`config.mk`:
```
export PLATFORM = sky130hd
export DESIGN_NAME = pbit_sampler
export DESIGN_NICKNAME = d
export VERILOG_FILES = /design/src/rtl/pbit_sampler_pkg.sv /design/src/rtl/pbit_sampler_ones_counter.sv /design/src/rtl/pbit_sampler.sv
export SDC_FILE = /design/constraint.sdc
export NUM_CORES = 1
export LEC_CHECK = 0
export ABC_AREA = 1
export BUFFER_PORTS_ARGS = -buffer_cell sky130_fd_sc_hd__clkbuf_2
export CAP_MARGIN = 20
export CORE_MARGIN = 2
export CORE_UTILIZATION = 56
export DETAILED_ROUTE_END_ITERATION = 8
export GPL_TIMING_DRIVEN = 0
export PLACE_DENSITY = 0.82
export SLEW_MARGIN = 40
export SYNTH_ARGS = -nofsm -noshare
export SYNTH_HDL_FRONTEND = slang
export SYNTH_SLANG_ARGS = --single-unit
```
`constraint.sdc`:
```
create_clock -name CLK -period 1.72 [get_ports CLK]
set_input_delay 0.086 -clock CLK [delete_from_list [all_inputs] [get_ports CLK]]
set_output_delay 0.086 -clock CLK [all_outputs]
set_load 0.005 [all_outputs]
```
`src/rtl/pbit_sampler_pkg.sv`:
```
// Shared definitions for the p-bit sampler: FSM state encoding and the
// per-bit count width helper (a window of 2^winLog2 samples needs winLog2+1 bits).
package pbit_pkg;

  typedef enum logic [1:0] {
    IDLE   = 2'd0,
    SETTLE = 2'd1,
    ACCUM  = 2'd2,
    HOLD   = 2'd3
  } state_e;

  function automatic int cnt_width(input int winLog2);
    return winLog2 + 1;
  endfunction

endpackage

```
`src/rtl/pbit_sampler_ones_counter.sv`:
```
// Ones counter for a single p-bit: synchronous clear, qualified increment, hold.
// The majority flag is registered alongside the count so both change together.
module pbit_ones_counter
  import pbit_pkg::*;
#(
  parameter int WIN_LOG2 = 10
) (
  input  logic                             CLK,
  input  logic                             RST,
  input  logic                             clr_i,
  input  logic                             inc_i,
  output logic [cnt_width(WIN_LOG2)-1:0]   cnt_o,
  output logic                             mode_o
);

  localparam int CW = cnt_width(WIN_LOG2);
  // Half a window; reaching it exactly counts as a majority (tie goes to 1).
  localparam logic [CW-1:0] HALF = CW'(1) << (WIN_LOG2 - 1);

  logic [CW-1:0] cnt_q, cnt_d;
  logic          mode_q, mode_d;

  always_comb begin
    cnt_d = cnt_q;
    if (clr_i) begin
      cnt_d = '0;
    end else if (inc_i) begin
      cnt_d = cnt_q + CW'(1);
    end
    mode_d = (cnt_d >= HALF);
  end

  always_ff @(posedge CLK or negedge RST) begin
    if (!RST) begin
      cnt_q  <= '0;
      mode_q <= 1'b0;
    end else begin
      cnt_q  <= cnt_d;
      mode_q <= mode_d;
    end
  end

  assign cnt_o  = cnt_q;
  assign mode_o = mode_q;

endmodule

```
`src/rtl/pbit_sampler.sv`:
```
// P-bit sampler: counts ones per p-bit over a window of qualified samples and
// holds the result for a ready/valid consumer. PBIT_SAMPLER_BURNIN_EN adds a burn-in phase.
module pbit_sampler
  import pbit_pkg::*;
#(
  parameter int NBITS    = 8,
  parameter int WIN_LOG2 = 10,
  parameter int BURN_IN  = 16
) (
  input  logic                            CLK,
  input  logic                            RST,
  input  logic                            start,
  input  logic                            en,
  input  logic [NBITS-1:0]                pbit_in,
  output logic                            busy,
  output logic                            res_valid,
  input  logic                            res_ready,
  output logic [NBITS*(WIN_LOG2+1)-1:0]   ones_cnt,
  output logic [NBITS-1:0]                mode_vec
);

  localparam int CW = cnt_width(WIN_LOG2);

  state_e              state_q, state_d;
  logic [WIN_LOG2-1:0] idx_q, idx_d;
  logic                clrCnt;
  logic                incEn;

`ifdef PBIT_SAMPLER_BURNIN_EN
  localparam int BW = (BURN_IN > 1) ? $clog2(BURN_IN) : 1;
  logic [BW-1:0] burn_q, burn_d;
`else
  logic unusedBurnIn;
  assign unusedBurnIn = (BURN_IN != 0);
`endif

  // Counters are cleared only on the edge that enters ACCUM, so the previous
  // result stays visible through IDLE (and SETTLE) until a new window starts.
  always_comb begin
    state_d = state_q;
    idx_d   = idx_q;
    clrCnt  = 1'b0;
    incEn   = 1'b0;
`ifdef PBIT_SAMPLER_BURNIN_EN
    burn_d  = burn_q;
`endif
    case (state_q)
      IDLE: begin
        if (start) begin
`ifdef PBIT_SAMPLER_BURNIN_EN
          if (BURN_IN > 0) begin
            state_d = SETTLE;
            burn_d  = '0;
          end else begin
            state_d = ACCUM;
            clrCnt  = 1'b1;
            idx_d   = '0;
          end
`else
          state_d = ACCUM;
          clrCnt  = 1'b1;
          idx_d   = '0;
`endif
        end
      end
`ifdef PBIT_SAMPLER_BURNIN_EN
      SETTLE: begin
        if (en) begin
          if (burn_q == BW'(BURN_IN - 1)) begin
            state_d = ACCUM;
            clrCnt  = 1'b1;
            idx_d   = '0;
          end else begin
            burn_d = burn_q + BW'(1);
          end
        end
      end
`endif
      ACCUM: begin
        if (en) begin
          incEn = 1'b1;
          idx_d = idx_q + WIN_LOG2'(1);
          if (idx_q == '1) begin
            state_d = HOLD;
          end
        end
      end
      HOLD: begin
        if (res_ready) begin
          state_d = IDLE;
        end
      end
      default: state_d = IDLE;
    endcase
  end

  always_ff @(posedge CLK or negedge RST) begin
    if (!RST) begin
      state_q <= IDLE;
      idx_q   <= '0;
`ifdef PBIT_SAMPLER_BURNIN_EN
      burn_q  <= '0;
`endif
    end else begin
      state_q <= state_d;
      idx_q   <= idx_d;
`ifdef PBIT_SAMPLER_BURNIN_EN
      burn_q  <= burn_d;
`endif
    end
  end

  assign busy      = (state_q == SETTLE) || (state_q == ACCUM);
  assign res_valid = (state_q == HOLD);

  for (genvar i = 0; i < NBITS; i++) begin : g_bit
    pbit_ones_counter #(
      .WIN_LOG2(WIN_LOG2)
    ) u_cnt (
      .CLK    (CLK),
      .RST    (RST),
      .clr_i  (clrCnt),
      .inc_i  (incEn & pbit_in[i]),
      .cnt_o  (ones_cnt[i*CW +: CW]),
      .mode_o (mode_vec[i])
    );
  end

endmodule

```
==> results of run 1 <==
[per-layer routing]
layer  GRT usage (%)  vias to the layer above
met2            41.1                      119
met3            6.69                       13
met1            32.6                     2589
met4            5.86                        0
met5               0                        -
li1                -                     2761
[state kept, by name, indices dropped and copies added, names as in the netlist]
signal,cells
state_q,2
g_bit.u_cnt.cnt_o,88
idx_q,10
g_bit.u_cnt.mode_o,8
[synth_stat cells (all sizes together)]
| library cell | instances | area [um2] |
|---|---|---|
| xnor2 | 2 | 17.5 |
| o21ai | 47 | 239 |
| xor2 | 4 | 35.0 |
| nor3b | 4 | 30.0 |
| inv | 130 | 488 |
| ha | 13 | 163 |
| and3 | 3 | 18.8 |
| nand2 | 184 | 742 |
| buf | 15 | 128 |
| nand4 | 31 | 194 |
| nor2 | 91 | 512 |
| dfrtp | 108 | 2700 |
| a21oi | 49 | 245 |
| nand3b | 3 | 22.5 |
| nor3 | 18 | 100 |
| nand3 | 66 | 428 |
| o21bai | 9 | 67.6 |
| clkbuf | 6 | 22.5 |
[repair_timing]
item,4_1_cts,5_1_grt
endpoints found under the setup margin,57,78
gates cloned,0,1
resized for setup,12,33
hold buffers,2,0
pin swaps,0,8
buffers inserted,0,6
hold endpoints to repair,50,0
[area by class of cell]
cell class,count,area (um2)
buffer,21,186
clock buffer,10,138
clock inverter,6,55.1
fill,925,3470
inverter,130,488
multi-input combinational,524,2910
sequential,108,2700
tap,140,175
timing repair buffer,119,672
[worst min path at each step]
| stage | startpoint | to | depth (start not counted) |
|---|---|---|---|
| after floorplan | RST | g_bit[0].u_cnt.cnt_o[0]$_DFF_PN0_ | 0 |
| after global placement | pbit_in[0] | g_bit[0].u_cnt.cnt_o[0]$_DFF_PN0_ | 3 |
| after detailed placement | RST | g_bit[5].u_cnt.cnt_o[4]$_DFF_PN0_ | 1 |
| after CTS | pbit_in[5] | g_bit[5].u_cnt.cnt_o[0]$_DFF_PN0_ | 3 |
| after global routing | pbit_in[0] | g_bit[0].u_cnt.cnt_o[0]$_DFF_PN0_ | 3 |
| final | pbit_in[0] | g_bit[0].u_cnt.cnt_o[0]$_DFF_PN0_ | 3 |
[where the power goes]
part / total (mW) / switching (mW) / internal, mW
registers: 3.00 / 0.248 / 2.75
clock network: 1.51 / 0.916 / 0.594
logic: 2.31 / 1.44 / 0.870
[worst max-delay path: stages (launching register included)]
cell      delay [ns]
dfrtp_1         0.43
inv_2           0.10
ha_4            0.17
buf_12          0.14
buf_12          0.12
nand3_4         0.09
nor2_4          0.17
nand2_2         0.08
o21bai_1        0.15
nand2_1         0.07
nor2_1          0.08
[cells by family (layout without fill, tap and decap cells)]
logic type / Yosys count / after routing / synth area share (%)
buffers and inverters: 151 / 286 / 10.4
xor gates and xnor gates: 6 / 6 / 0.854
adders and majority gates: 13 / 13 / 2.64
and+or+nand+nor: 400 / 400 / 33.3
AOI/OAI and AO/OA: 105 / 105 / 8.97
DFF: 108 / 108 / 43.9
==> results_dict.tcl, run 1 <==
set metrics [dict create \
    setup_viol 0 \
    relSlewSlack_pct 72.0 \
    path_max_fanout 5 \
    syn_avg_cell_area_um2 7.86 \
    min_path_type "input pin to register" \
    cp.required_ns 2.04 \
    synth_area_um2 6150 \
    cts_buffer_depth 2 \
    hold_viol_final 0 \
    p_leak_nw 4.00 \
    final_common_cell "nand2_1" \
    hold_slack_ns 0.0383 \
    min_period_over_period_pct 96.7 \
    power.density_nw_per_um2 931 \
    first_pass_iters 5 \
    worst_slack_ns 0.0562 \
    met3_length_um 809 \
    antenna_found_initial 0 \
    dpl.hpwl_mm 10.1 \
    drtIter0Drc 317 \
    arrival_ns 1.98 \
    num_rows 38 \
    ys_types 31 \
    root_buffer "clkbuf_8" \
    vdd_drop_max_uv 863 \
    fin_util_pct 67.9 \
    worst-setup-path-type "register to register" \
    grt_max_degree 60 \
    finClkSkew_ns 0.0144 \
    place_ws_ns -0.245 \
    postPlaceCellArea_um2 6910 \
    place.gp.congestion 0.908 \
    worstSetupStartpointType "register" \
    cp-startpoint "state_q[0]$_DFFE_PN0P_" \
    endpoint "g_bit[1].u_cnt.cnt_o[5]$_DFF_PN0_" \
    end_kind "register" \
    path_clk_slew_ns 0.10 \
    cts.htree.levels 3 \
    track_usage_pct 24.8 \
    port_buffers 109 \
    finalMaxSlewViolations 0 \
    dr_wl_met2_mm 6.66 \
    finalCriticalPeriod_ns 1.66 \
    status "finished, final reports clean" \
    die_area_um2 11800 \
    tightest_slew_ns 0.420 \
    r2r_slack_ns 0.06 \
    drive_gt1_share_pct 22.8 \
    clock-sinks 108 \
    rr_startpoint "state_q[0]$_DFFE_PN0P_" \
    start_util_pct 57.0 \
    viasPerCell 5.18 \
    drc 0 \
    layoutNonFillerInstCount 1058 \
    rsz0062_at_grt "true" \
    final_area_um2 7330 \
    p_total_mw 6.82 \
    syn_inst 783 \
    grt_remaining_overflow 0 \
    ant_nets 0 \
    cts_buffers 9 \
    layout_common_cells "nand2_1, inv_1, clkbuf_2" \
    die_x_um 109 \
    maxCapViolCount 0 \
    fin_nets 939 \
    pin_count 111 \
    synth_fp_nets 809 \
    antenna_cells 0 \
    r2r-end "g_bit[1].u_cnt.cnt_o[5]$_DFF_PN0_" \
    cts_tree "built" \
    clkLatencyLatePin_ns 0.39 \
    final.setup.tns_ns 0 \
    synth-seq-cells 108 \
    yosys_warnings 0 \
    ys_seq_area_share_pct 43.9 \
    highest_layer "met4" \
    dp_cells 1033 \
    wl_met1_mm 6.43 \
    grt_pass1_vias 4976 \
    rr_worst_depth 10 \
    drt_wl_total_mm 14.1 \
    coreArea_um2 10800 \
    clock.fmax_mhz 601 \
    vias 5482 \
    grt_pass1_wl_mm 23.0 \
    avgRoutedWirePerCell_um 13.3 \
    die_h_um 109 \
    area_growth_pct 19.0 \
]
Power figures use the tool's default switching activity.
==> inputs of run 2 (changes only) <==
--- a/config.mk
+++ b/config.mk
@@ -5,11 +5,11 @@
 export SDC_FILE = /design/constraint.sdc
 export NUM_CORES = 1
 export LEC_CHECK = 0
-export ABC_AREA = 1
 export BUFFER_PORTS_ARGS = -buffer_cell sky130_fd_sc_hd__clkbuf_2
 export CAP_MARGIN = 20
 export CORE_MARGIN = 2
-export CORE_UTILIZATION = 56
+export CORE_UTILIZATION = 55
+export CTS_CLUSTER_DIAMETER = 150
 export DETAILED_ROUTE_END_ITERATION = 8
 export GPL_TIMING_DRIVEN = 0
 export PLACE_DENSITY = 0.82
==> results_dict.tcl, run 2 <==
set metrics [dict create \
    port_buffers 109 \
    ys_seq_area_share_pct 49.6 \
    cts.htree.levels 3 \
    end_kind "register" \
    clkLatencyLatePin_ns 0.38 \
    area_growth_pct 41.5 \
    r2r_slack_ns -0.32 \
    root_buffer "clkbuf_8" \
    synthAdderAreaFrac_pct 2.98 \
    worst-setup-path-type "register to register" \
    drt_wl_total_mm 16.5 \
    crit_path_top_delay_cell "dfrtp_1" \
    synth_top_family_by_area "simple AND/OR/NAND/NOR gates" \
    power.internal_mw 4.82 \
    clock-sinks 108 \
    finalCriticalPeriod_ns 2.04 \
    min_path_type "input pin to register" \
    drive_gt1_share_pct 39.6 \
    seqPwrFrac_pct 41.1 \
    syn_avg_cell_area_um2 9.55 \
    min_period_over_period_pct 119 \
    drc 0 \
    antenna_found_initial 0 \
    cts_buffer_depth 2 \
    vias 5191 \
    worstSetupStartpointType "register" \
    grt_max_degree 59 \
    status "finished, violations left" \
    synth_xor_area_share_pct 12.8 \
    worstPathCellList "inv_2 -> ha_4 -> buf_8 -> buf_12 -> buf_12 -> buf_8 -> nand4_1 -> buf_4 -> nor3_4 -> xnor2_1 -> nor2_1" \
    die_area_um2 10700 \
    cp.buffers_inverters 6 \
    ant_nets 0 \
    layout_common_cells "clkbuf_2, dfrtp_1, nor2_1" \
    synth_area_um2 5450 \
    postPlaceCellArea_um2 6340 \
    relSlewSlack_pct 54.0 \
    first_pass_iters 5 \
    finalMaxSlewViolations 0 \
    ys.flop_type "dfrtp_1" \
    grt_pass1_vias 5208 \
    synth.most_common_cell "dfrtp_1" \
    path_clk_slew_ns 0.10 \
    synth_fp_nets 597 \
    clock.fmax_mhz 490 \
    final.setup.tns_ns -12.12 \
    maxCapViolCount 0 \
    coreArea_um2 9680 \
    rr_startpoint "state_q[0]$_DFFE_PN0P_" \
    fin_nets 765 \
    pin_count 111 \
    vdd_drop_max_uv 556 \
    ys_top_cells_by_area "dfrtp_1, xnor2_1, nor2_1" \
    p_sw_share_pct 35.0 \
    hold_viol_final 0 \
    viasPerCell 5.93 \
    yosys_warnings 0 \
    final_common_cell "clkbuf_2" \
    worst_slack_ns -0.319 \
    met2_usage_pct 49.3 \
    async_flop_share_pct 100 \
    tightest_slew_ns 0.690 \
    cp-startpoint "state_q[0]$_DFFE_PN0P_" \
    p_leak_nw 3.79 \
    p_comb_share_pct 37.1 \
    hp-start "pbit_in[2]" \
    drtIter0Drc 272 \
    synth_largest_area_cell "dfrtp_1" \
    grt-busiest-layer "met2" \
    cp.required_ns 1.98 \
    net-switching-power_mw 2.60 \
    cts_buffers 9 \
    grt_pass1_wl_mm 25.6 \
    synth-simple-area-share_pct 23.7 \
    synth_common_cells "dfrtp_1, nor2_1, xnor2_1" \
    synth_edf_count 0 \
    start_util_pct 56.3 \
    finClkSkew_ns 0.0197 \
    largest_reg_flops 88 \
    place.gp.congestion 0.860 \
    ys_types 36 \
    syn_inst 571 \
    path_delay_family "buffers and inverters" \
    synth-seq-cells 108 \
    synth_compound_area_share_pct 5.76 \
    avgRoutedWirePerCell_um 18.9 \
    clock_power_share_pct 21.8 \
    cts_tree "built" \
    min_path_cells 3 \
    setup_viol 79 \
    path_max_fanout 5 \
    final_area_um2 7720 \
    grt_use_met1_pct 37.7 \
    power.density_nw_per_um2 961 \
    violations "setup timing" \
    antenna_cells 0 \
    dpl.hpwl_mm 9.68 \
    place_ws_ns -0.456 \
    num_rows 36 \
    die_h_um 104 \
    met3_usage_pct 6.61 \
    arrival_ns 2.30 \
    die_x_um 104 \
    track_usage_pct 29.5 \
    cp.depth 11 \
    rsz0062_at_grt "true" \
    grt_remaining_overflow 0 \
    synthMuxAreaShare_pct 1.31 \
    critPathMaxStageDelay_ns 0.41 \
    rr_worst_depth 11 \
    synth_top_area_share_pct 49.6 \
]
[run 2: worst paths after layout]
kind	endpoint
worst max-delay path	g_bit[5].u_cnt.cnt_o[8]$_DFF_PN0_
worst min-delay path	g_bit[2].u_cnt.cnt_o[1]$_DFF_PN0_
worst max register to register	g_bit[5].u_cnt.cnt_o[8]$_DFF_PN0_
worst min register to register	idx_q[9]$_DFFE_PN0P_
max in group asynchronous	g_bit[2].u_cnt.cnt_o[10]$_DFF_PN0_
min in group asynchronous	idx_q[9]$_DFFE_PN0P_
[run 2: cell type report]
cell class / count / area (um2)
Clock inverter: 3 / 43.8
Sequential cell: 108 / 2710
Buffer: 26 / 225
Tap cell: 133 / 166
Multi-Input combinational cell: 418 / 3280
Timing Repair Buffer: 164 / 1100
Clock buffer: 12 / 155
Inverter: 12 / 45.0
Fill cell: 533 / 1970
[run 2: through the flow]
stage	hold slack (ns)	cells	utilization, %	total power, mW
after detailed placement	0.0661	814	65.5	4.77
after floorplan	-0.210	571	-	4.10
final	0.0616	876	79.7	7.42
after CTS	0.00832	862	76.1	7.16
after global placement	0.374	813	65.1	4.66
after global routing	0.0698	876	79.7	7.72
[run 2: kinds of logic after synthesis]
| kind of cell | Yosys count |
|---|---|
| adder cells (fa/ha/maj) | 13 |
| AO/OA/AOI/OAI | 53 |
| XOR/XNOR | 80 |
| multiplexers | 7 |
| buffers and inverters | 45 |
| flip-flops | 108 |
| AND/OR/NAND/NOR | 265 |
[run 2: worst min-delay path, cell delays in order]
cell      delay [ns]
clkbuf_2        0.15
nand3_1         0.11
a21oi_1         0.06
[run 2: routing by layer]
| layer | routed length (um) | share of wire (%) |
|---|---|---|
| met1 | 6510 | 39 |
| met2 | 8470 | 51 |
| met3 | 1150 | 6.9 |
| met4 | 389 | 2.4 |
| met5 | 0 | 0 |
[run 2: power by group through the flow]
stage | combinational [mW] | clock (mW) | sequential, mW
detailed placement | 1.71 | 0 | 3.07
CTS | 2.54 | 1.61 | 3.02
finish | 2.75 | 1.62 | 3.05
global placement | 1.61 | 0 | 3.05
global route | 2.93 | 1.72 | 3.07
floorplan | 1.08 | 0 | 3.02
[run 2: timing repair]
item                       in CTS  in global routing
gates resized for setup       113                 67
hold buffers                    3                  0
buffers inserted               35                 20
cloned                          1                  0
setup endpoints to repair     102                108
pin swaps                      69                 53
hold endpoints to repair       52                  0
==> inputs of run 3 (changes only) <==
--- a/config.mk
+++ b/config.mk
@@ -13,6 +13,7 @@
 export DETAILED_ROUTE_END_ITERATION = 8
 export GPL_TIMING_DRIVEN = 0
 export PLACE_DENSITY = 0.82
+export SETUP_SLACK_MARGIN = 0.3
 export SLEW_MARGIN = 40
 export SYNTH_ARGS = -nofsm -noshare
 export SYNTH_HDL_FRONTEND = slang
==> results_dict.tcl, run 3 (synthesis gave the netlist of run 2 again) <==
set metrics [dict create \
    port_buffers 109 \
    start_util_pct 56.3 \
    avgRoutedWirePerCell_um 21.0 \
    area_growth_pct 50.4 \
    maxCapViolCount 0 \
    worst-setup-path-type "register to register" \
    finClkSkew_ns 0.0136 \
    root_buffer "clkbuf_8" \
    coreArea_um2 9680 \
    path_max_fanout 6 \
    drtIter0Drc 489 \
    layout_common_cells "clkbuf_2, dfrtp_1, nor2_1" \
    clock.fmax_mhz 461 \
    cp.required_ns 1.96 \
    multi_input_area_um2 3440 \
    drt_wl_total_mm 19.0 \
    antenna_found_initial 0 \
    p_leak_nw 4.08 \
    grt_max_degree 64 \
    largest_reg_flops 88 \
    dp_cells 814 \
    vdd_drop_max_uv 610 \
    vias 5510 \
    final_common_cell "clkbuf_2" \
    cts_buffer_depth 2 \
    finalMaxSlewViolations 0 \
    cts_tree "built" \
    path_clk_slew_ns 0.10 \
    grt_pass1_wl_mm 26.2 \
    grt-busiest-layer "met2" \
    min_path_cells 3 \
    fin_nets 790 \
    met2_usage_pct 50.0 \
    arrival_ns 2.41 \
    worstSetupStartpointType "register" \
    cts_buffers 9 \
    p_total_mw 7.91 \
    hold_viol_final 0 \
    layoutNonFillerInstCount 902 \
    power.density_nw_per_um2 964 \
    min_period_over_period_pct 126 \
    first_pass_iters 5 \
    drc 0 \
    num_rows 36 \
    rr_worst_depth 11 \
    track_usage_pct 30.8 \
    dpl.hpwl_mm 9.95 \
    rsz0062_at_grt "true" \
    ant_nets 0 \
    status "finished, violations left" \
    grt_remaining_overflow 0 \
    fin_util_pct 84.7 \
    drive_gt1_share_pct 44.0 \
    viasPerCell 6.11 \
    violations "setup timing" \
    setup_viol 108 \
    min_path_type "input pin to register" \
    grt_use_met1_pct 39.9 \
    clkLatencyLatePin_ns 0.38 \
    antenna_cells 0 \
    die_area_um2 10700 \
    met3_usage_pct 5.41 \
    finalCriticalPeriod_ns 2.17 \
    cts.htree.levels 3 \
    grt_pass1_vias 5104 \
    fill_cells 460 \
    tightest_slew_ns 0.691 \
    end_kind "register" \
    pin_count 111 \
    place.gp.congestion 0.836 \
    clock-sinks 108 \
    die_h_um 104 \
    worst_slack_ns -0.449 \
    die_x_um 104 \
    register_area_um2 2710 \
    relSlewSlack_pct 53.8 \
]
-- run 3: stage by stage --
step,area (um2),hold WS [ns],TNS [ns],worst slack [ns]
floorplan,6020,-0.210,-0.993,-0.288
global placement,6730,0.364,-100.65,-0.901
detailed placement,6770,0.0516,-6.24,-0.453
CTS,7730,0.0174,-9.08,-0.336
global route,8200,0.0755,-31.33,-0.481
finish,8200,0.0596,-26.85,-0.449
-- run 3: path summary, 6_finish.rpt --
kind,from,endpoint,slack [ns]
max,state_q[0]$_DFFE_PN0P_,g_bit[2].u_cnt.cnt_o[3]$_DFF_PN0_,-0.45
min,pbit_in[2],g_bit[2].u_cnt.cnt_o[1]$_DFF_PN0_,0.06
max reg2reg,state_q[0]$_DFFE_PN0P_,g_bit[2].u_cnt.cnt_o[3]$_DFF_PN0_,-0.45
min reg2reg,g_bit[5].u_cnt.cnt_o[9]$_DFF_PN0_,g_bit[5].u_cnt.mode_o$_DFF_PN0_,0.58
max in group asynchronous,RST,state_q[1]$_DFFE_PN0P_,0.85
min in group asynchronous,RST,g_bit[6].u_cnt.cnt_o[6]$_DFF_PN0_,0.20
-- run 3: layout make-up --
cell class / instances / share of cell area (%)
Clock buffer: 13 / 1.82
Timing Repair Buffer: 182 / 16.1
Sequential cell: 108 / 33.0
Multi-Input combinational cell: 418 / 41.9
Clock inverter: 3 / 0.275
Buffer: 33 / 4.26
Tap cell: 133 / 2.03
Inverter: 12 / 0.549
-- run 3: repair_timing --
action / 4_1_cts / 5_1_grt
hold buffers: 1 / 0
gates resized for setup: 99 / 61
hold endpoints to repair: 45 / 0
setup endpoints to repair: 108 / 108
pin swaps: 57 / 79
setup buffers: 42 / 28
cloned: 1 / 0
-- run 3: worst max-delay path, cell delays in order (launching register included) --
cell and delay [ns]:
dfrtp_1 0.41, inv_2 0.14, ha_4 0.18, buf_12 0.11, buf_8 0.10, buf_12 0.12
buf_8 0.13, buf_6 0.11, nand3_4 0.09, buf_6 0.18, o21ai_0 0.30, a21oi_1 0.15
-- run 3: report_power, final --
part	switching, mW	internal [mW]	total (mW)
Combinational	1.68	1.66	3.35
Clock	0.898	0.574	1.47
Sequential	0.347	2.74	3.09
Total	2.93	4.98	7.91
-- run 3: layer usage --
layer	vias up	routed length (um)	part of all wire, %
li1	2367	-	-
met1	2736	7120	37
met2	321	9520	50
met3	86	1410	7.4
met4	0	940	5.0
met5	-	0	0
